--- src/rtl/tone_sequencer.sv ---
// tone_sequencer: two-voice song ROM player that feeds the note generator's
// half-period dividers at a fixed beat rate (divider 1 = silence).
// Ports: clk, rst (async, active-high); play_en (level), rewind (pulse),
//   loop_en (level); note_div_left/right [21:0], beat_idx, playing, done.
// Option: define TONE_SEQ_GAP_EN to silence the last GAP_CYC cycles of
//   every beat (articulation gap).
module tone_sequencer #(
  parameter int CLK_HZ   = 100_000_000,
  parameter int BEAT_DIV = 12_500_000,
  parameter int SONG_LEN = 64,
  parameter int GAP_CYC  = 1_000_000
) (
  input  logic                        clk,
  input  logic                        rst,
  input  logic                        play_en,
  input  logic                        rewind,
  input  logic                        loop_en,
  output logic [21:0]                 note_div_left,
  output logic [21:0]                 note_div_right,
  output logic [$clog2(SONG_LEN)-1:0] beat_idx,
  output logic                        playing,
  output logic                        done
);

  localparam int AW = $clog2(SONG_LEN);
  localparam int CW = (BEAT_DIV > 2) ? $clog2(BEAT_DIV) : 1;
  localparam logic [CW-1:0] BEAT_LAST = CW'(BEAT_DIV - 1);
  localparam logic [CW-1:0] GAP_START = CW'(BEAT_DIV - GAP_CYC);
  localparam logic [AW-1:0] IDX_LAST  = AW'(SONG_LEN - 1);

`ifdef TONE_SEQ_GAP_EN
  localparam bit GAP_EN = 1'b1;
`else
  localparam bit GAP_EN = 1'b0;
`endif

  typedef enum logic [1:0] {
    IDLE,
    PLAY,
    PAUSE,
    DONE
  } state_t;

  // Equal-tempered pitch, rounded to 0.01 Hz like the usual pitch table,
  // then converted to a half-period divider.
  function automatic logic [21:0] div_of(input int code);
    real semi;
    real f;
    real d;
    int  n;
    if (code < 1 || code > 24) return 22'd1;
    semi = 1.0594630943592953;
    f    = 440.0;
    n    = code - 10;
    for (int i = 0; i < n; i++) f = f * semi;
    for (int i = 0; i < -n; i++) f = f / semi;
    f = real'($rtoi(f * 100.0 + 0.5)) / 100.0;
    d = real'(CLK_HZ) / (2.0 * f);
    return 22'($rtoi(d + 0.5) - 1);
  endfunction

  // {left code, right code}
  function automatic logic [9:0] song(input logic [7:0] i);
    unique case (i)
      8'd0:    song = {5'd10, 5'd1};
      8'd1:    song = {5'd22, 5'd0};
      8'd2:    song = {5'd13, 5'd5};
      8'd3:    song = {5'd15, 5'd8};
      8'd4:    song = {5'd17, 5'd1};
      8'd5:    song = {5'd15, 5'd0};
      8'd6:    song = {5'd13, 5'd5};
      8'd7:    song = {5'd12, 5'd0};
      8'd8:    song = {5'd10, 5'd6};
      8'd9:    song = {5'd12, 5'd0};
      8'd10:   song = {5'd13, 5'd8};
      8'd11:   song = {5'd15, 5'd0};
      8'd12:   song = {5'd17, 5'd3};
      8'd13:   song = {5'd18, 5'd0};
      8'd14:   song = {5'd20, 5'd8};
      8'd15:   song = {5'd22, 5'd1};
      default: song = 10'd0;
    endcase
  endfunction

  logic [21:0] div_tab [32];

  for (genvar g = 0; g < 32; g++) begin : g_tab
    localparam logic [21:0] D = div_of(g);
    assign div_tab[g] = D;
  end

  state_t        state;
  state_t        state_n;
  logic [CW-1:0] bcnt;
  logic [CW-1:0] bcnt_n;
  logic [AW-1:0] idx_n;
  logic          wrap;
  logic          gap;
  logic [9:0]    word;

  assign wrap = (bcnt == BEAT_LAST);
  assign gap  = GAP_EN && (bcnt >= GAP_START);
  assign word = song(8'(beat_idx));

  always_comb begin
    state_n = state;
    bcnt_n  = bcnt;
    idx_n   = beat_idx;
    if (rewind) begin
      state_n = IDLE;
      bcnt_n  = '0;
      idx_n   = '0;
    end else begin
      unique case (state)
        IDLE: begin
          bcnt_n = '0;
          idx_n  = '0;
          if (play_en) state_n = PLAY;
        end
        PLAY: begin
          if (wrap) begin
            // a beat wrap always completes, even if play_en just fell
            bcnt_n = '0;
            if (beat_idx == IDX_LAST && !loop_en) begin
              state_n = DONE;
            end else begin
              // power-of-two length: last+1 rolls over to 0
              idx_n = beat_idx + 1'b1;
              if (!play_en) state_n = PAUSE;
            end
          end else if (!play_en) begin
            state_n = PAUSE;
          end else begin
            bcnt_n = bcnt + 1'b1;
          end
        end
        PAUSE: begin
          if (play_en) state_n = PLAY;
        end
        DONE: begin
          state_n = DONE;
        end
        default: state_n = IDLE;
      endcase
    end
  end

  always_ff @(posedge clk or posedge rst) begin
    if (rst) begin
      state          <= IDLE;
      bcnt           <= '0;
      beat_idx       <= '0;
      playing        <= 1'b0;
      done           <= 1'b0;
      note_div_left  <= 22'd1;
      note_div_right <= 22'd1;
    end else begin
      state    <= state_n;
      bcnt     <= bcnt_n;
      beat_idx <= idx_n;
      playing  <= (state_n == PLAY);
      done     <= (state_n == DONE);
      if (state == PLAY && !gap) begin
        note_div_left  <= div_tab[word[9:5]];
        note_div_right <= div_tab[word[4:0]];
      end else begin
        note_div_left  <= 22'd1;
        note_div_right <= 22'd1;
      end
    end
  end

endmodule

--- config.mk ---
export PLATFORM = sky130hd
export DESIGN_NAME = tone_sequencer
export DESIGN_NICKNAME = d
export VERILOG_FILES = /design/src/rtl/tone_sequencer.sv
export SDC_FILE = /design/constraint.sdc
export NUM_CORES = 1
export LEC_CHECK = 0
export BUFFER_PORTS_ARGS = -buffer_cell sky130_fd_sc_hd__buf_4
export CAP_MARGIN = 20
export CORE_ASPECT_RATIO = 1.1
export CORE_MARGIN = 2
export CORE_UTILIZATION = 30
export DETAILED_ROUTE_END_ITERATION = 8
export SYNTH_ARGS = -nofsm -noshare
export SYNTH_HDL_FRONTEND = slang
export SYNTH_SLANG_ARGS = --single-unit
export TNS_END_PERCENT = 50
--- constraint.sdc ---
create_clock -name clk -period 3.3 [get_ports clk]
set_input_delay 0.33 -clock clk [delete_from_list [all_inputs] [get_ports clk]]
set_output_delay 0.33 -clock clk [all_outputs]
set_load 0.05 [all_outputs]
### Word level (Yosys, flattened, before mapping)

Memory sizes are Yosys's and may differ from the RTL's.
Index checks and enable logic that the tools add are counted.

| word-level totals | value |
|---|---|
| memories | 3 |
| output and inout bits | 52 |
| input port bits | 5 |
| register bits after elaboration | 78 |
| word-level logic and storage cells | 55 |
| ROM bits | 1552 |

| operators by class | value |
|---|---|
| equality and inequality tests | 10 |
| mux-type cells | 21 |
| bitwise operators | 2 |
| reductions and logical operators | 8 |
| magnitude comparators | 2 |
| add/sub/neg operators | 2 |

Memories:

| name | words | bits a word | rd ports | clocked after memory_dff | wr ports | RTL line | text |
|---|---|---|---|---|---|---|---|
| (name not given) | 32 | 22 | 1 | 0 | 0 | 165 | `note_div_right <= div_tab[word[4:0]];` |
| (name not given) | 32 | 22 | 1 | 0 | 0 | 164 | `note_div_left <= div_tab[word[9:5]];` |
| (name not given) | 16 | 9 | 1 | 0 | 0 | 64 | `unique case (i)` |

Operator list:

| operator | number |
|---|---|
| $mux 22 | 6 |
| $mux 24 | 3 |
| $pmux 24 s2 | 1 |
| $add 24x1->24 const B | 1 |
| $eq 24x24->1 const B | 1 |
| $mux 6 | 3 |
| $ge 6x6->1 const B | 2 |
| $not 5->6 | 2 |
| $pmux 6 s2 | 1 |
| $mux 10 | 1 |
| $mux 2 | 5 |
| $add 6x1->6 const B | 1 |
| $eq 2x2->1 const B | 3 |
| $eq 6x6->1 const B | 1 |
| $ne 3x3->1 const B | 2 |
| $pmux 2 s3 | 1 |
| $eq 2x1->1 const B | 2 |
| $logic_not 2->1 | 2 |
| $ne 4x4->1 const B | 1 |
| $reduce_and 3->1 | 1 |
| $reduce_bool 3->1 | 1 |
| $reduce_and 2->1 | 1 |
| $reduce_or 2->1 | 1 |
| $logic_and 1x1->1 | 1 |
| $logic_not 1->1 | 1 |

### Logic depth before layout (Yosys ltp)

| depth | value |
|---|---|
| depth in word-level cells | 7 |
| depth in mapped cells | 11 |

### Worst setup path after synthesis

No wires, ideal clock.

| path | value |
|---|---|
| path kind | reg2reg |
| from | reg beat_idx[0] |
| to | reg note_div_left[8] |
| library setup time | 0.104 ns |
| stages on the path, launching flop included | 12 |
| arrival | 3.230 ns |
| path buffers | 1 |
| slack | -0.034 ns |
| path through | dfrtp_1 > inv_1 > ha_1 > and2_1 > clkbuf_1 > o311a_1 > inv_2 > ha_1 > inv_1 > o31ai_1 > nor2_1 > a221oi_1 |

| between the ends | value |
|---|---|
| word-level cells in the longest chain between the ends | 7 |

Ends and longest elaborated chain:

| what | RTL line | text |
|---|---|---|
| from (decl) | 20 | `output logic [$clog2(SONG_LEN)-1:0] beat_idx,` |
| from (signal assigned) | 160 | `beat_idx <= idx_n;` |
| $mem_v2 16x9 | - |  |
| $mux 10 | 64 |  |
| $not 5->6 (not written as such) | 164 |  |
| $mem_v2 32x22 | - |  |
| $mux 22 (not written as such) (2 in series) | 164 |  |
| $mux 22 | 163 | `if (state == PLAY && !gap) begin` |
| to (signal assigned) | 164 |  |
| to (decl) | 18 | `output logic [21:0] note_div_left,` |

No other way between the ends. The select of a mux whose other input is x is not followed.
A chain may end at the register's enable or synchronous reset.

### Worst setup path after layout

Ends and elaborated chain as after synthesis.

==> run metrics <==
post-layout util=36.5%; Post-synth EDFFs=0; RR Endpoint=note_div_left[8]; WL met2=between 6 and 7 mm; Layout area overhead=18.3%; internal power=approximately 1.5 mW; worst-path fanout max=12; most frequent cells in the layout=buf_4 (72), dfrtp_1 (67), nand2_1 (50), a21oi_1 (38); clk sink count=70; Hold Fails Final Rpt=0; WP data required=3.52 ns; warnings from Yosys=0; Clock Skew=between 0.008 and 0.009 ns; Fillers=1652; CTS root buffer=clkbuf_16; CP endpoint kind=flip-flop; Synth Area in Compound Gates=23.6%; initial antenna violation count=0; vias per cell=5.68; top routing layer in use=met4; routed len/inst=17.3 um; initial core utilization=between 30% and 40%; setup TNS=0 ns; CTS max path bufs=2; Seq/Total Area, Yosys=a little over a third; cell area after synthesis=4850 um2; metal3 WL=774 um; critical path class=flip-flop to flip-flop; Vias=4614; multi-input combinational cell area=2820 um2; I/O Pins=57; fmax=330 MHz; die height=between 100 and 150 um; total grt overflow=0; wirelength, routed=14.1 mm; Setup Viol. Count Final=0; register bit total from synthesis=70; # port buffers=48; P_sw=0.535 mW; fin crit share=between 90 and 100%; reg2reg path depth=10; Net Sw Frac=26.5%; vias in the first global route=4537; wire length on met1=roughly 6.1 mm; beginning of the worst register-to-register path=beat_idx[0]; synth unique cells=77; fin crit period=about 3.0 ns; XOR/XNOR Fraction of Synth Area=1.45%; multiplexer share of the synthesized area=3.41%; largest net degree at the start of global routing=28; Hold Path Class=input pin to async pin; Seq pwr share=43.8%; Layout Nets=632; Max-Cap Viols=0; die area=17200 um2; DR iter-0 viols=531; most common cell after layout, fill and taps aside=buf_4; status=finished clean; Crit path arrival time=3.25 ns; Synth top area share=35.1%; routability cong.=0.916; drt first pass iters=5; pre-CTS setup slack=0.361 ns; largest family of logic cells by synthesized area=simple AND/OR/NAND/NOR gates; die width=about 130 um; start point of the critical path=beat_idx[0]; Cells after Synth=562; drc violations=0; dominant cell type by area after synthesis=dfrtp_1; first-pass GRT wire length=23.3 mm; CP Launch Type=flip-flop; Skew-Pair Late Insertion Delay=0.35 ns; normalized max-slew margin=47.9%; Async SR Flop Fraction=100%; Worst Setup EP=note_div_left[8]; ys flop type=dfrtp_1; Simple-Gate Fraction of Synth Area=23.7%; Seq. cell area=1760 um2; top cells by area, synth=dfrtp_1 (35%), ha_1 (5.2%), a21oi_1 (3.9%), nand2_1 (3.9%), o21ai_0 (3.6%); Synth Area in Adders=under 10%; DRT antenna net count=0; clock transition at the registers of the reported paths=0.06 ns; core area=15700 um2; Inserted Diodes=0; hold_buf cts=0; Final HPWL DP=10.1 mm; clock share of power=46.5%; Num CTS Buffers=9; mean post-synth cell area=8.63 um2; Reg2Reg Setup Slack=around 0.27 ns; fraction of layout cells with a size suffix above 1=19.4%; Slew Limit Fails=0; post-CTS sizing=0; CTS tree=done; Lkg Pwr=2.39 nW; total track usage=16.8%; row count=48; Max H-tree Level=3; final setup margin=0.272 ns; RSZ-0062 raised after global routing=no; Combinational Power Share=9.7%; setup bufs post-CTS=0; slew at the pin with the worst max-slew slack=0.781 ns; power density cells=352 nW/um2; Peak VDD IR=about 0.21 mV
stage by stage:
step | total power [mW] | cells | area, um2 | hold WS (ns)
after floorplan | 1.04 | 569 | 4880 | 0.496
after global placement | 1.10 | 796 | 5450 | 0.431
after detailed placement | 1.10 | 796 | 5450 | 0.458
after CTS | 2.05 | 812 | 5740 | 0.0841
after global routing | 2.10 | 812 | 5740 | 0.124
final | 2.02 | 812 | 5740 | 0.0628
cells in the mapped netlist (14+ instances only):
library cell	n
inv_1	21
nand3_1	23
clkbuf_1	22
nor2_1	35
and3_1	14
o21ai_0	35
ha_1	20
buf_2	14
nor3_1	15
dfrtp_1	68
a21oi_1	38
nand2_1	50
logic make-up (layout without fill, tap and decap cells):
group	after synthesis	count (layout)
AOI/OAI and AO/OA	169	169
xor gates and xnor gates	8	8
adders and majority gates	21	21
buffers and inverters	68	111
DFF	70	70
muxes	16	16
other	1	8
and+or+nand+nor	209	209
per-layer routing:
metal	global-route usage [%]	up-vias
met5	0	-
met4	7.84	0
met3	2.68	30
met2	27.8	175
met1	21.6	2225
li1	-	2184
worst min path at each step:
| stage | end | slack (ns) | depth (start not counted) |
|---|---|---|---|
| floorplan | bcnt[4] | 0.50 | 1 |
| global placement | bcnt[4] | 0.43 | 2 |
| detailed placement | bcnt[4] | 0.46 | 2 |
| CTS | beat_idx[4] | 0.08 | 2 |
| global route | bcnt[4] | 0.12 | 2 |
| finish | beat_idx[4] | 0.06 | 2 |
state kept, by name (all words and copies together), names as in the netlist:
name / count
done: 1
playing: 1
beat_idx: 6
state: 2
bcnt: 24
note_div_right: 18
note_div_left: 18
worst max-delay path, cell delays in order (launching register included):
cell	delay (ns)
dfrtp_2	0.47
inv_1	0.15
ha_1	0.23
and2_1	0.25
o311a_1	0.44
inv_2	0.13
ha_1	0.31
inv_1	0.12
o31ai_1	0.33
nor2_1	0.10
a221oi_1	0.34
power groups by stage:
stage / Sequential [mW] / Clock, mW / Combinational [mW]
floorplan: 0.954 / 0 / 0.0890
global placement: 0.901 / 0 / 0.196
detailed placement: 0.901 / 0 / 0.198
CTS: 0.886 / 0.964 / 0.198
global route: 0.887 / 1.00 / 0.210
finish: 0.885 / 0.939 / 0.196
cell type report:
| cell class | instances | share of cell area, % |
|---|---|---|
| Clock inverter | 4 | 0.349 |
| Tap cell | 200 | 4.36 |
| Inverter | 23 | 1.50 |
| Clock buffer | 12 | 4.65 |
| Sequential cell | 70 | 30.6 |
| Multi-Input combinational cell | 431 | 49.1 |
| Timing Repair Buffer | 72 | 9.42 |
(Power assumes the default switching activity.)
